**config.mk**
```make
export PLATFORM = sky130hd
export DESIGN_NAME = i2c_cmd_parser_flat
export DESIGN_NICKNAME = d
export VERILOG_FILES = /design/src/rtl/i2c_cmd_parser_if.sv /design/src/rtl/i2c_cmd_parser.sv /design/src/flat_wrapper.sv
export SDC_FILE = /design/constraint.sdc
export NUM_CORES = 1
export LEC_CHECK = 0
export CAP_MARGIN = 20
export CORE_MARGIN = 2
export CORE_UTILIZATION = 35
export CTS_BUF_LIST = sky130_fd_sc_hd__clkbuf_2
export CTS_CLUSTER_SIZE = 16
export DETAILED_ROUTE_END_ITERATION = 10
export GPL_TIMING_DRIVEN = 0
export MAX_ROUTING_LAYER = met4
export PLACE_DENSITY_LB_ADDON = 0.08
export SLEW_MARGIN = 20
export SYNTH_ARGS = -nofsm -noshare
export SYNTH_HDL_FRONTEND = slang
export SYNTH_SLANG_ARGS = --single-unit
```
**constraint.sdc**
```tcl
create_clock -name clk -period 1.9 [get_ports clk]
set_input_delay 0.285 -clock clk [delete_from_list [all_inputs] [get_ports clk]]
set_output_delay 0.285 -clock clk [all_outputs]
set_load 0.01 [all_outputs]
```
**src/rtl/i2c_cmd_parser_if.sv**
```systemverilog
// i2c_cmd_parser_if
//   Bundles the host byte stream (valid/ready), the engine txfifo packet
//   port and the frame status/control lines of the command parser.
//   master : host/engine side (drives in_valid, in_data, tx_afull, abort)
//   slave  : parser side      (drives in_ready, packet fields, busy, frame_done)
interface i2c_cmd_parser_if;
  logic       in_valid;
  logic [7:0] in_data;
  logic       in_ready;
  logic       tx_afull;
  logic       wr_stb;
  logic       restart;
  logic       stop;
  logic       cdm;
  logic [7:0] din;
  logic       abort;
  logic       busy;
  logic       frame_done;

  modport master (
    output in_valid, in_data, tx_afull, abort,
    input  in_ready, wr_stb, restart, stop, cdm, din, busy, frame_done
  );

  modport slave (
    input  in_valid, in_data, tx_afull, abort,
    output in_ready, wr_stb, restart, stop, cdm, din, busy, frame_done
  );
endinterface

```
**src/rtl/i2c_cmd_parser.sv**
```systemverilog
// i2c_cmd_parser
//   Decodes framed I2C transactions from a host byte stream and feeds the
//   i2c engine txfifo with {restart, stop, cdm, din} packets, one per wr_stb.
//   Frame: HDR (restart, stop-at-end, rd, LEN-1), ADDR, then LEN write bytes
//   (write) or LEN self-generated read slots (read).
// Ports
//   clk  : system clock
//   rst  : asynchronous active-low reset
//   bus  : i2c_cmd_parser_if.slave
//          in_valid/in_data/in_ready : host byte stream
//          tx_afull                  : engine txfifo has <2 free entries
//          wr_stb/restart/stop/cdm/din : registered txfifo packet
//          abort                     : synchronous flush back to header state
//          busy                      : frame in progress
//          frame_done                : pulses with the frame's last packet
module i2c_cmd_parser #(
  parameter int unsigned LEN_W     = 5,
  parameter logic [7:0]  READ_FILL = 8'hFF
) (
  input  logic            clk,
  input  logic            rst,
  i2c_cmd_parser_if.slave bus
);
  localparam int unsigned WIDTH = 8;

  typedef enum logic [1:0] {
    S_HDR,
    S_ADDR,
    S_WDATA,
    S_RSLOT
  } state_t;

  state_t           r_state, w_state_nxt;
  logic [LEN_W-1:0] r_cnt, w_cnt_nxt;
  logic             r_hdr_restart, w_hdr_restart_nxt;
  logic             r_hdr_stop, w_hdr_stop_nxt;
  logic             r_hdr_rd, w_hdr_rd_nxt;
  logic             r_rdy_en, w_rdy_en_nxt;
  logic             r_wr_stb, w_wr_stb_nxt;
  logic             r_restart, w_restart_nxt;
  logic             r_stop, w_stop_nxt;
  logic             r_cdm, w_cdm_nxt;
  logic [WIDTH-1:0] r_din, w_din_nxt;
  logic             r_busy, w_busy_nxt;
  logic             r_frame_done, w_frame_done_nxt;

  logic w_in_ready;
  logic w_accept;
  logic w_last;

  // r_rdy_en is a registered "state can take bytes" flag, so in_ready is
  // held low during reset and in read slots while still reacting to
  // tx_afull/abort within the same cycle.
  assign w_in_ready = r_rdy_en & ~bus.tx_afull & ~bus.abort;
  assign w_accept   = bus.in_valid & w_in_ready;
  assign w_last     = (r_cnt == '0);

  always_ff @(posedge clk or negedge rst) begin
    if (!rst) begin
      r_state <= S_HDR;
    end else begin
      r_state <= w_state_nxt;
    end
  end

  always_comb begin
    w_state_nxt       = r_state;
    w_cnt_nxt         = r_cnt;
    w_hdr_restart_nxt = r_hdr_restart;
    w_hdr_stop_nxt    = r_hdr_stop;
    w_hdr_rd_nxt      = r_hdr_rd;
    w_wr_stb_nxt      = 1'b0;
    w_frame_done_nxt  = 1'b0;
    w_restart_nxt     = r_restart;
    w_stop_nxt        = r_stop;
    w_cdm_nxt         = r_cdm;
    w_din_nxt         = r_din;

    if (bus.abort) begin
      // Flush wins over any accept or read-slot emission this cycle.
      w_state_nxt = S_HDR;
      w_cnt_nxt   = '0;
    end else begin
      unique case (r_state)
        S_HDR: begin
          if (w_accept) begin
            w_hdr_restart_nxt = bus.in_data[7];
            w_hdr_stop_nxt    = bus.in_data[6];
            w_hdr_rd_nxt      = bus.in_data[5];
            w_cnt_nxt         = bus.in_data[LEN_W-1:0];
            w_state_nxt       = S_ADDR;
          end
        end
        S_ADDR: begin
          if (w_accept) begin
            w_wr_stb_nxt  = 1'b1;
            w_restart_nxt = r_hdr_restart;
            w_stop_nxt    = 1'b0;
            w_cdm_nxt     = 1'b1;
            w_din_nxt     = {bus.in_data[6:0], r_hdr_rd};
            w_state_nxt   = r_hdr_rd ? S_RSLOT : S_WDATA;
          end
        end
        S_WDATA: begin
          if (w_accept) begin
            w_wr_stb_nxt  = 1'b1;
            w_restart_nxt = 1'b0;
            w_stop_nxt    = r_hdr_stop & w_last;
            w_cdm_nxt     = 1'b0;
            w_din_nxt     = bus.in_data;
            if (w_last) begin
              w_state_nxt      = S_HDR;
              w_frame_done_nxt = 1'b1;
            end else begin
              w_cnt_nxt = r_cnt - LEN_W'(1);
            end
          end
        end
        S_RSLOT: begin
          if (!bus.tx_afull) begin
            w_wr_stb_nxt  = 1'b1;
            w_restart_nxt = 1'b0;
            w_stop_nxt    = r_hdr_stop & w_last;
            w_cdm_nxt     = 1'b0;
            w_din_nxt     = READ_FILL;
            if (w_last) begin
              w_state_nxt      = S_HDR;
              w_frame_done_nxt = 1'b1;
            end else begin
              w_cnt_nxt = r_cnt - LEN_W'(1);
            end
          end
        end
        default: w_state_nxt = S_HDR;
      endcase
    end

    w_rdy_en_nxt = (w_state_nxt != S_RSLOT);
    w_busy_nxt   = (w_state_nxt != S_HDR);
  end

  always_ff @(posedge clk or negedge rst) begin
    if (!rst) begin
      r_cnt         <= '0;
      r_hdr_restart <= 1'b0;
      r_hdr_stop    <= 1'b0;
      r_hdr_rd      <= 1'b0;
      r_rdy_en      <= 1'b0;
      r_wr_stb      <= 1'b0;
      r_restart     <= 1'b0;
      r_stop        <= 1'b0;
      r_cdm         <= 1'b0;
      r_din         <= '0;
      r_busy        <= 1'b0;
      r_frame_done  <= 1'b0;
    end else begin
      r_cnt         <= w_cnt_nxt;
      r_hdr_restart <= w_hdr_restart_nxt;
      r_hdr_stop    <= w_hdr_stop_nxt;
      r_hdr_rd      <= w_hdr_rd_nxt;
      r_rdy_en      <= w_rdy_en_nxt;
      r_wr_stb      <= w_wr_stb_nxt;
      r_restart     <= w_restart_nxt;
      r_stop        <= w_stop_nxt;
      r_cdm         <= w_cdm_nxt;
      r_din         <= w_din_nxt;
      r_busy        <= w_busy_nxt;
      r_frame_done  <= w_frame_done_nxt;
    end
  end

  assign bus.in_ready   = w_in_ready;
  assign bus.wr_stb     = r_wr_stb;
  assign bus.restart    = r_restart;
  assign bus.stop       = r_stop;
  assign bus.cdm        = r_cdm;
  assign bus.din        = r_din;
  assign bus.busy       = r_busy;
  assign bus.frame_done = r_frame_done;

endmodule

```
**src/flat_wrapper.sv**
```systemverilog
// flat-port wrapper written by rule: the top's interface ports become plain ports
module i2c_cmd_parser_flat 
#(
  parameter int unsigned LEN_W     = 5,
  parameter logic [7:0]  READ_FILL = 8'hFF
)
  (clk, rst, bus_in_valid, bus_in_data, bus_tx_afull, bus_abort, bus_in_ready, bus_wr_stb, bus_restart, bus_stop, bus_cdm, bus_din, bus_busy, bus_frame_done);
  i2c_cmd_parser_if bus_i ();
  input  logic clk;
  input  logic rst;
  input wire logic [$bits(bus_i.in_valid)-1:0] bus_in_valid;
  input wire logic [$bits(bus_i.in_data)-1:0] bus_in_data;
  input wire logic [$bits(bus_i.tx_afull)-1:0] bus_tx_afull;
  input wire logic [$bits(bus_i.abort)-1:0] bus_abort;
  output wire logic [$bits(bus_i.in_ready)-1:0] bus_in_ready;
  output wire logic [$bits(bus_i.wr_stb)-1:0] bus_wr_stb;
  output wire logic [$bits(bus_i.restart)-1:0] bus_restart;
  output wire logic [$bits(bus_i.stop)-1:0] bus_stop;
  output wire logic [$bits(bus_i.cdm)-1:0] bus_cdm;
  output wire logic [$bits(bus_i.din)-1:0] bus_din;
  output wire logic [$bits(bus_i.busy)-1:0] bus_busy;
  output wire logic [$bits(bus_i.frame_done)-1:0] bus_frame_done;
  assign bus_i.in_valid = bus_in_valid;
  assign bus_i.in_data = bus_in_data;
  assign bus_i.tx_afull = bus_tx_afull;
  assign bus_i.abort = bus_abort;
  assign bus_in_ready = bus_i.in_ready;
  assign bus_wr_stb = bus_i.wr_stb;
  assign bus_restart = bus_i.restart;
  assign bus_stop = bus_i.stop;
  assign bus_cdm = bus_i.cdm;
  assign bus_din = bus_i.din;
  assign bus_busy = bus_i.busy;
  assign bus_frame_done = bus_i.frame_done;
  i2c_cmd_parser #(.LEN_W(LEN_W), .READ_FILL(READ_FILL)) u_core (.clk(clk), .rst(rst), .bus(bus_i));
endmodule
```
==> out/metrics.cfg <==
[run_status]
status=complete, but fails checks
failed_checks=setup timing

[critical_path]
crit_fanout=5
cp-end-kind=flip-flop
path_class=flip-flop to flip-flop
r2r_cells=6
critPathArrivalTime_ns=2.33
cp-start-kind=flip-flop
required_ns=2.22

[routing]
drt.antenna.violating_nets=0
via_per_inst=5.19
vias=1203
drt-initial-drc-count=46
drt_pre_antenna_iters=4
avgRoutedWirePerCell_um=15.9
drc_errors=0
drt-total-wl_mm=3.69

[die]
io_pins=28
core_region_area_um2=4030
dieArea_um2=4720
die_h_um=68.7
die_w_um=68.7
start_util=0.364
core.rowCount=23

[grt]
grt_max_degree=26
grt_antenna_before_repair=0
grt_pass1_wl_mm=5.72
grt_usage=0.171
grt_pass1_vias=1172
grt_overflow=0

[logic_synthesis]
synth_area_per_cell_um2=10.7
synthesis.area_um2=1470
synth_adder_area_share=0.0512
ys_warn_count=0
ys_seq_area_frac=0.427
synthCells=137
synth_edf_count=0
ys_ff_latch=25
syn_nets=156
synth_top_family_by_area=compound AO/OA/AOI/OAI gates
synth-simple-area-share=0.159
synth_compound_area_frac=0.179
synth_xor_area_frac=0
synth-async-reset-ratio=1.00
ys_types=39
synthMuxAreaShare=0.133
ys.flop_type=dfrtp_1

[placement]
io_buffers=27
place_hpwl_mm=2.47
place_area_um2=1800
routabilityCongestion=0.820

[clocking]
cts-buffers-inserted=3
clock_latency_ns=0.39
cts_tree=yes
htree_levels=1
cts_root_buf=clkbuf_2
path_clk_slew_ns=0.27
clk_path_buf_depth=2
cts.sinks=25

[timing]
rsz0062_at_grt=true
finClkSkew_ns=0.0128
tightest_slew_ns=0.566
period_minus_slack_ns=2.01
period_share=1.06
drv_slew=0
worst_slack_ns=-0.113
finalHoldViolCount=0
finalSetupViolCount=13
fmax_ghz=0.497
relSlewSlack=0.622

[finish]
fin_nets=202
drive_gt1_frac=0.324
num-fill-cells=367
utilization=0.517
stdcell_area_um2=2080
insertedDiodeCount=0
syn_to_final_growth_pct=42.0

[min_path]
hold_path.class=input port to asynchronous set/reset pin

[flow_run]
cap_viol_max_count=0

[power_and_ir_drop]
p_leak_uw=0.000942
p_per_area_nw_per_um2=751
ir_worst_vdd_v=0.000545

through the flow:
step	total power (uW)	hold WS (ns)	setup WS (ns)	instances	TNS (ns)
after floorplan	1000	-0.0106	-0.189	137	-1.55
after global placement	1280	0.493	-0.418	214	-5.22
after detailed placement	1290	0.324	-0.444	214	-5.71
after CTS	1570	0.398	-0.111	231	-0.920
after global routing	1660	0.398	-0.156	232	-2.00
final	1560	0.371	-0.113	232	-1.04
cells in the mapped netlist (2+ instances only):
cell type,instances,area share
dfrtp_1,25,0.43
nor3_1,5,0.017
inv_1,9,0.023
nor2b_1,4,0.017
o31ai_1,4,0.020
a21o_1,3,0.015
a211o_1,8,0.048
mux2_4,8,0.082
nand2_1,7,0.018
and2_1,5,0.021
mux2i_1,3,0.020
clkbuf_1,4,0.010
a21oi_1,6,0.020
o311ai_0,3,0.018
buf_6,2,0.015
nor2_1,8,0.020
o22ai_1,2,0.0085
ha_1,6,0.051
nor3b_1,2,0.010
mux2_2,4,0.031
report_power, final:
part	switching (uW)	internal, uW	total [uW]	leakage (uW)
Clock	186	48.7	235	0.0000126
Combinational	229	389	618	0.000621
Sequential	63.4	647	711	0.000309
Total	479	1080	1560	0.000942
metal layers:
layer	share of wire	track usage	vias up
li1	-	-	588
met1	0.46	0.222	589
met2	0.49	0.278	22
met3	0.027	0.0211	4
met4	0.014	0.0564	0
met5	0	-	-
path summary, 6_finish.rpt:
| check | from | end | slack (ns) |
|---|---|---|---|
| hold / removal | rst | u_core.bus.din[3]$_DFFE_PN0P_ | 0.37 |
| hold reg to reg | u_core.r_hdr_stop$_DFFE_PN0P_ | u_core.r_hdr_stop$_DFFE_PN0P_ | 0.55 |
| max in group asynchronous | rst | u_core.r_state[0]$_DFF_PN0_ | 1.12 |
| setup reg to reg | u_core.r_state[1]$_DFF_PN0_ | u_core.bus.din[7]$_DFFE_PN0P_ | -0.11 |
| setup / recovery | u_core.r_state[1]$_DFF_PN0_ | u_core.bus.din[7]$_DFFE_PN0P_ | -0.11 |
| min in group clk | bus_in_data[7] | u_core.r_hdr_restart$_DFFE_PN0P_ | 0.51 |
worst max-delay path, cell delays in order, from the launching register on:
cell and delay (ns):
dfrtp_2 0.51, ha_4 0.19, o21a_1 0.19, a21o_1 0.17, or3_4 0.44, buf_12 0.16
mux2_4 0.29
cell usage in the layout (no fill, tap or decap), drive strengths merged, types with 2 or more instances in the layout:
master / count
nand2: 7
and2: 5
a211o: 8
o22ai: 2
o311ai: 3
buf: 18
a21o: 3
clkdlybuf4s50: 25
or2: 2
ha: 6
nor3: 5
nor2b: 4
clkbuf: 6
a21oi: 6
nor2: 8
dfrtp: 25
mux2: 12
o31ai: 4
nor3b: 2
inv: 9
mux2i: 3
or3: 2
logic make-up after synthesis:
kind of cell / after synthesis
adder cells (fa/ha/maj): 6
AND/OR/NAND/NOR: 41
AO/OA/AOI/OAI: 34
buffers and inverters: 16
multiplexers: 15
flip-flops: 25
final cells by class:
class	count	area [um2]	share of cell area
multi-input combinational	96	883	0.424
sequential	25	628	0.302
timing repair buffer	43	410	0.197
tap	50	62.6	0.0300
buffer	5	41.3	0.0198
inverter	9	33.8	0.0162
clock buffer	3	15.0	0.00721
clock inverter	1	7.51	0.00361
flip-flops by register name (all words and copies together) (netlist names):
register               cells
u_core.bus.stop            1
u_core.r_hdr_rd            1
u_core.bus.busy            1
u_core.bus.frame_done      1
u_core.r_cnt               5
u_core.r_hdr_stop          1
u_core.r_state             2
u_core.r_rdy_en            1
u_core.bus.restart         1
u_core.bus.din             8
u_core.bus.wr_stb          1
u_core.r_hdr_restart       1
u_core.bus.cdm             1
timing repair:
item | CTS | global route
buffers inserted | 12 | 2
resized for setup | 25 | 12
pin swaps | 8 | 5
endpoints found under the setup margin | 17 | 18
hold buffers | 1 | 0
gates cloned | 1 | 0
endpoints found under the hold margin | 25 | 0
(Power assumes the default switching activity.)
